## src/rtl/matmul_scheduler.sv

```systemverilog
// rtl/matmul_scheduler.sv - round-robin scheduler sharing one row-by-matrix multiply unit
// among N_REQ requesters, with a stale-valid guard and a timeout abort.
module matmul_scheduler #(
  parameter int W       = 16,
  parameter int N_REQ   = 4,
  parameter int TIMEOUT = 64
) (
  input  logic                         clk,
  input  logic                         rst,
  input  logic [N_REQ-1:0]             req_valid,
  input  logic [N_REQ*8*W-1:0]         req_a,
  output logic [N_REQ-1:0]             req_ready,
  output logic [8*W-1:0]               mm_a,
  output logic                         mm_go,
  input  logic [8*2*W-1:0]             mm_out,
  input  logic                         mm_out_v,
  output logic                         rsp_valid,
  input  logic                         rsp_ready,
  output logic [$clog2(N_REQ)-1:0]     rsp_id,
  output logic [8*2*W-1:0]             rsp_data,
  output logic                         rsp_err
);

  localparam int IW = $clog2(N_REQ);
  localparam logic [IW:0] N_REQ_W = (IW+1)'(N_REQ);
  localparam logic [7:0]  T_LAST  = 8'(TIMEOUT - 1);

  localparam logic [1:0] S_IDLE  = 2'd0;
  localparam logic [1:0] S_ISSUE = 2'd1;
  localparam logic [1:0] S_WAIT  = 2'd2;
  localparam logic [1:0] S_RESP  = 2'd3;

  logic [1:0]      state;
  logic [IW-1:0]   rr_ptr;
  logic [7:0]      timer;
  logic [8*W-1:0]  op_reg;
  logic [IW-1:0]   gidx;
  logic            found;
  logic [IW:0]     cand;
  logic [IW:0]     ptr_nxt;

  // First valid requester at or above rr_ptr, wrapping; held off during reset.
  always_comb begin
    req_ready = '0;
    gidx      = '0;
    found     = 1'b0;
    cand      = '0;
    if (state == S_IDLE && rst) begin
      for (int k = 0; k < N_REQ; k++) begin
        cand = {1'b0, rr_ptr} + (IW+1)'(k);
        if (cand >= N_REQ_W) cand = cand - N_REQ_W;
        if (!found && req_valid[cand[IW-1:0]]) begin
          found = 1'b1;
          gidx  = cand[IW-1:0];
        end
      end
    end
    if (found) req_ready[gidx] = 1'b1;
  end

  always_comb begin
    ptr_nxt = {1'b0, rsp_id} + (IW+1)'(1);
    if (ptr_nxt >= N_REQ_W) ptr_nxt = '0;
  end

  assign mm_a      = op_reg;
  assign mm_go     = (state == S_ISSUE);
  assign rsp_valid = (state == S_RESP);

  always_ff @(posedge clk or negedge rst) begin
    if (!rst) begin
      state    <= S_IDLE;
      rr_ptr   <= '0;
      timer    <= '0;
      op_reg   <= '0;
      rsp_data <= '0;
      rsp_id   <= '0;
      rsp_err  <= 1'b0;
    end else begin
      case (state)
        S_IDLE: begin
          if (found) begin
            op_reg <= req_a[gidx*8*W +: 8*W];
            rsp_id <= gidx;
            state  <= S_ISSUE;
          end
        end
        S_ISSUE: begin
          timer <= '0;
          state <= S_WAIT;
        end
        S_WAIT: begin
          timer <= timer + 8'd1;
          // A valid seen at timer 0 may be left over from the previous job.
          if (timer != 8'd0 && mm_out_v) begin
            rsp_data <= mm_out;
            rsp_err  <= 1'b0;
            state    <= S_RESP;
          end else if (timer == T_LAST) begin
            rsp_data <= '0;
            rsp_err  <= 1'b1;
            state    <= S_RESP;
          end
        end
        S_RESP: begin
          if (rsp_ready) begin
            rr_ptr <= ptr_nxt[IW-1:0];
            state  <= S_IDLE;
          end
        end
        default: state <= S_IDLE;
      endcase
    end
  end

endmodule

```

## config.mk

```make
export PLATFORM = sky130hd
export DESIGN_NAME = matmul_scheduler
export DESIGN_NICKNAME = d
export VERILOG_FILES = /design/src/rtl/matmul_scheduler.sv
export SDC_FILE = /design/constraint.sdc
export NUM_CORES = 1
export LEC_CHECK = 0
export CAP_MARGIN = 20
export CORE_AREA = 8 8 449 451
export DETAILED_ROUTE_END_ITERATION = 16
export DIE_AREA = 0 0 457 459
export DONT_BUFFER_PORTS = 1
export SLEW_MARGIN = 20
export SYNTH_ARGS = -nofsm -noshare
export SYNTH_HDL_FRONTEND = slang
export SYNTH_SLANG_ARGS = --single-unit
```

## constraint.sdc

```tcl
create_clock -name clk -period 3 [get_ports clk]
set_clock_uncertainty 0.15 [all_clocks]
set_input_delay 0.9 -clock clk [delete_from_list [all_inputs] [get_ports clk]]
set_output_delay 0.9 -clock clk [all_outputs]
set_load 0.01 [all_outputs]
```

==> After elaboration in Yosys (flattened, before gate mapping) <==
Index checks and enable logic that the tools add are counted.
Widths: inputs -> output; s select.
{ "op_classes": {"eq_ne": 7, "add_sub_neg": 9, "shifts": 1, "n_mux": 43, "n_lt_le_gt_ge": 11, "reduce_logical": 17} }
{ "op_table": {"columns": ["operator", "n"], "rows": [
  ["$mux 256", 2],
  ["$shiftx 512x10->128", 1],
  ["$mux 2", 18],
  ["$pmux 8 s2", 1],
  ["$lt 2x3->1 const B", 5],
  ["$mux 1", 15],
  ["$ge 3x3->1 const B", 4],
  ["$add 8x1->8 const B", 1],
  ["$bmux 1 s2", 4],
  ["$eq 8x6->1 const B", 1],
  ["$pmux 2 s4", 1],
  ["$reduce_bool 8->1", 1],
  ["$sub 2x1->2 const B", 4],
  ["$add 2x1->3 const B", 2],
  ["$add 2x2->3 const B", 2],
  ["$logic_and 1x1->1", 6],
  ["$reduce_and 2->1", 3],
  ["$eq 2x2->1 const B", 2],
  ["$mux 4", 1],
  ["$reduce_bool 2->1", 2],
  ["$ge 2x3->1 const B", 1],
  ["$logic_not 1->1", 3],
  ["$ne 3x3->1 const B", 1],
  ["$reduce_and 3->1", 1],
  ["6 further kinds", 6]
]} }
{ "word_totals": {"elab_cells": 95, "inputBits": 776, "regBits": 399, "out_inout_bits": 393} }

==> Logic depth before layout (Yosys ltp) <==
{ "depth": {"depth_word": 24, "mapped_depth": 9, "mapped_depth_nobuf": 7} }

==> Least setup slack after synthesis <==
No wires, ideal clock.
{ "synth_path": {"path_kind": "input port to output port", "startpoint": "input port req_valid[2]", "endpoint": "output port req_ready[0]", "arrival_time_ps": 2129, "path_buffers": 3, "required_time_ps": 1950, "slack_ps": -179, "stages": 6, "path_cell_list": "or4_4 nor2b_4 buf_6 clkbuf_8 clkbuf_8 and2_1"} }
{ "synth_between": {"elab_chain_len": 21, "word_cells_on_any_way": 33, "cone_classes": "order compare: 2; mux: 24; reduce/logical: 7"} }
{ "synth_lines": {"columns": ["element", "line", "rtl"], "rows": [
  ["start: declaration", "10", "input logic [N_REQ-1:0] req_valid,"],
  ["$bmux 1 s2", "52", "if (!found && req_valid[cand[IW-1:0]]) begin"],
  ["$mux 1 (implied by the code)", "52", null],
  ["$mux 1", "52", null],
  ["$mux 1", "48", "if (state == S_IDLE && rst) begin"],
  ["$logic_not 1->1", "52", null],
  ["$logic_and 1x1->1", "52", null],
  ["$mux 1", "52", null],
  ["$mux 1", "48", null],
  ["[5 not listed]", null, null],
  ["$logic_and 1x1->1", "52", null],
  ["$mux 2", "52", null],
  ["$mux 2", "48", null],
  ["$lt 2x3->1 (implied by the code) or $ge 2x1->1 (tied branches)", "58", "if (found) req_ready[gidx] = 1'b1;"],
  ["$logic_and 1x1->1 (implied by the code)", "58", null],
  ["$mux 1 (implied by the code)", "58", null],
  ["$demux 1 s2", "58", null],
  ["$mux 4 (*)", "58", null],
  ["end: declaration", "12", "output logic [N_REQ-1:0] req_ready,"]
]} }
Every way passes the cells marked *; elsewhere a longest branch is shown, timed or not. The select of a mux whose other input is x is not followed.

==> Worst setup path after layout <==
{ "layout_path": {"startpoint": "input port rst", "endpoint": "output port req_ready[0]"} }
{ "layout_between": {"elab_chain_len": 7, "word_cells_on_any_way": 9, "cone_classes": "order compare: 2; mux: 5; reduce/logical: 2"} }
{ "layout_lines": {"columns": ["element", "line", "rtl"], "rows": [
  ["start: declaration", "9", "input logic rst,"],
  ["$logic_and 1x1->1 (*)", "48", null],
  ["$mux 2", "48", null],
  ["$lt 2x3->1 (implied by the code) or $ge 2x1->1 (tied branches)", "58", null],
  ["$logic_and 1x1->1 (implied by the code)", "58", null],
  ["$mux 1 (implied by the code)", "58", null],
  ["$demux 1 s2", "58", null],
  ["$mux 4 (*)", "58", null]
]} }
Every way passes the cells marked *; elsewhere a longest branch is shown, timed or not.

==> impl_metrics.py <==
metrics = {
    "sta": {
        "setup_viol": 4,
        "min_period_ns": 3.11,
        "timing.fmax_mhz": 321,
        "fin_crit_sh_pct": 104,
        "tightest_slew_ns": 1.30,
        "rsz0062_at_grt": "true",
        "slew-limit-headroom_pct": 13.3,
        "setup_slack_ns": -0.115,
        "hold_viol": 1,
        "setup_tns_ns": -0.169,
        "holdWs_ns": -0.0536,
        "drv_slew": 0,
    },
    "route": {
        "drtIter0Drc": 1832,
        "viasPerCell": 3.89,
        "vias": 16400,
        "drt-total-wl_um": 194000,
        "wire_per_inst_um": 46.0,
        "drtPass1Iterations": 6,
        "drtAntennaViolNets": 0,
        "drc": 0,
    },
    "global_route": {
        "grt_pass1_vias": 15059,
        "grt.busiest_layer": "met2",
        "grt_pass1_wl_um": 225000,
        "gr-usage-met1_pct": 16.2,
        "grt_overflow": 0,
        "gr-usage-met3_pct": 16.7,
        "grtUsageTotal_pct": 17.1,
        "antenna_found_initial": 221,
        "grtUsageMet2_pct": 25.4,
        "grt_max_degree": 404,
    },
    "outcome": {
        "violations": "hold timing, setup timing",
        "status": "finished with violations",
    },
    "logic_synthesis": {
        "async_reset_ff_share_pct": 100,
        "yosys_warnings": 0,
        "synth_area_leader_cell": "dfrtp_1",
        "syn_area_um2": 18400,
        "synth_ff_type": "dfrtp_1",
        "synth_cell_types": 45,
        "yosysTopAreaCellShare_pct": 54.2,
        "synth_edf_count": 0,
        "synthesis.nets": 2340,
        "synth_most_common_cell": "dfrtp_1",
        "netlist_instances": 1556,
        "synth_area_leaders": "dfrtp_1, a22o_1, mux2i_1",
        "ys_seq_area_share_pct": 54.2,
        "ys_ff_latch": 399,
        "syn_area_per_cell_um2": 11.8,
        "yosys-top-cells-count": "dfrtp_1, a22o_1, nor2_1",
    },
    "critical_path": {
        "r2r-start": "rr_ptr[1]$_DFFE_PN0P_",
        "end_kind": "primary output",
        "critPathLaunchType": "primary input",
        "required_ns": 1.95,
        "cp.arrival_ns": 2.06,
        "cp_max_fo": 18,
        "setup.worst_path.class": "in2out",
        "crit_start": "rst",
    },
    "place": {
        "dp.cells": 3981,
        "port_buffers": 0,
        "gp_congestion": 0.954,
        "hpwl_um": 162000,
        "post-place-ws_ns": -0.312,
    },
    "floorplan": {
        "core-area_um2": 194000,
        "start_util_pct": 9.49,
        "die-area_um2": 210000,
        "die_x_um": 457,
        "std_cell_rows": 162,
        "die_h_um": 459,
        "ioPinCount": 1169,
    },
    "clock_network": {
        "clk_latency_ns": 0.74,
        "cts_buffers": 61,
        "htree_levels": 2,
        "cts.root.buffer_cell": "clkbuf_16",
        "clkTransAtPathRegs_ns": 0.05,
        "cts_num_sinks": 399,
        "cts_tree": "yes",
        "cts.path.max_buffers": 3,
    },
    "finish": {
        "stdcell_count": 4213,
        "finalNetCount": 2324,
        "syn_to_final_growth_pct": 30.6,
        "drive_gt1_share_pct": 13.4,
    },
    "job": {
        "max_cap_violations": 0,
    },
    "pwr": {
        "ir_worst_vdd_uv": 532,
        "leakage_uw": 0.00900,
        "power.density_nw_per_um2": 1300,
        "power_uw": 31200,
    },
    "worst_hold_path": {
        "hold_class": "in2async",
    },
}
## through the flow
stage | cell area, µm² | util (%)
floorplan | 18400 | -
global placement | 21000 | 10.8
detailed placement | 21000 | 10.8
CTS | 23300 | 12.0
global route | 24000 | 12.3
finish | 24100 | 12.4
## cell families (layout without fill, tap and decap cells)
| logic type | Yosys count | in the layout | synth area share [%] |
|---|---|---|---|
| adders and majority gates | 8 | 8 | 0.543 |
| xor gates and xnor gates | 2 | 2 | 0.0950 |
| AOI/OAI and AO/OA | 666 | 666 | 27.0 |
| DFF | 399 | 399 | 54.2 |
| and+or+nand+nor | 174 | 174 | 3.96 |
| other | 0 | 83 | 0 |
| buffers and inverters | 174 | 206 | 7.02 |
| muxes | 133 | 133 | 7.24 |
## flip-flops by register name, summed over array words and instances (netlist names)
register  cells
mm_a        128
rr_ptr        2
rsp_data    256
rsp_err       1
rsp_id        2
state         2
timer         8
## critical path: stages
cell	delay (ns)
buf_16	0.10
buf_16	0.14
buf_16	0.18
nand2_2	0.15
nor2b_4	0.15
buf_12	0.11
and2_4	0.23
## where the power goes
part / internal, µW / leakage (µW) / switching, µW
combinational: 3690 / 0.00320 / 4400
clock: 4790 / 0.00105 / 3250
sequential: 7850 / 0.00474 / 7200
total: 16300 / 0.00900 / 14900
## per-layer routing
metal / routed length, µm / vias up / part of all wire (%)
met4: 8090 / 84 / 4.2
met5: 578 / - / 0.30
met3: 40700 / 481 / 21
met1: 61500 / 8037 / 32
met2: 83100 / 1611 / 43
li1: - / 6187 / -
## final timing paths
kind,depth (start not counted),to,slack [ns]
setup / recovery,7,req_ready[0],-0.11
hold / removal,2,rsp_data[240]$_DFFE_PN0P_,-0.05
setup reg to reg,6,mm_a[49]$_DFFE_PN0P_,0
hold reg to reg,2,timer[7]$_DFFE_PN0P_,0.41
max in group asynchronous,3,rsp_data[110]$_DFFE_PN0P_,1.71
min in group clk,1,rsp_data[59]$_DFFE_PN0P_,0.13
## timing repair
item,4_1_cts,5_1_grt
buffers inserted,8,11
resized for setup,15,8
endpoints found under the hold margin,399,124
gates cloned,0,9
setup endpoints to repair,5,136
pin swaps,6,3
## area by class of cell
| cell class | instances | area (µm²) |
|---|---|---|
| clock buffer | 79 | 1700 |
| inverter | 13 | 48.8 |
| tap | 2542 | 3180 |
| clock inverter | 32 | 493 |
| multi-input combinational | 983 | 7270 |
| sequential | 399 | 9990 |
| timing repair buffer | 82 | 1180 |
| fill | 21838 | 170000 |
| antenna | 83 | 208 |
## placed cells by master (no fill, tap or decap), types with 11 or more instances in the layout
master,netlist,layout
a22o_1,257,257
o22ai_1,131,130
o21ai_0,32,31
mux2i_1,130,129
nor2_1,137,135
a221oi_1,128,128
clkbuf_8,9,11
buf_12,0,24
dfrtp_1,399,397
buf_4,4,35
o21ai_1,101,102
inv_1,13,11
nand2_1,13,12
diode_2,0,83
clkbuf_16,0,70
Note: power is estimated with default switching activity, not from simulation.
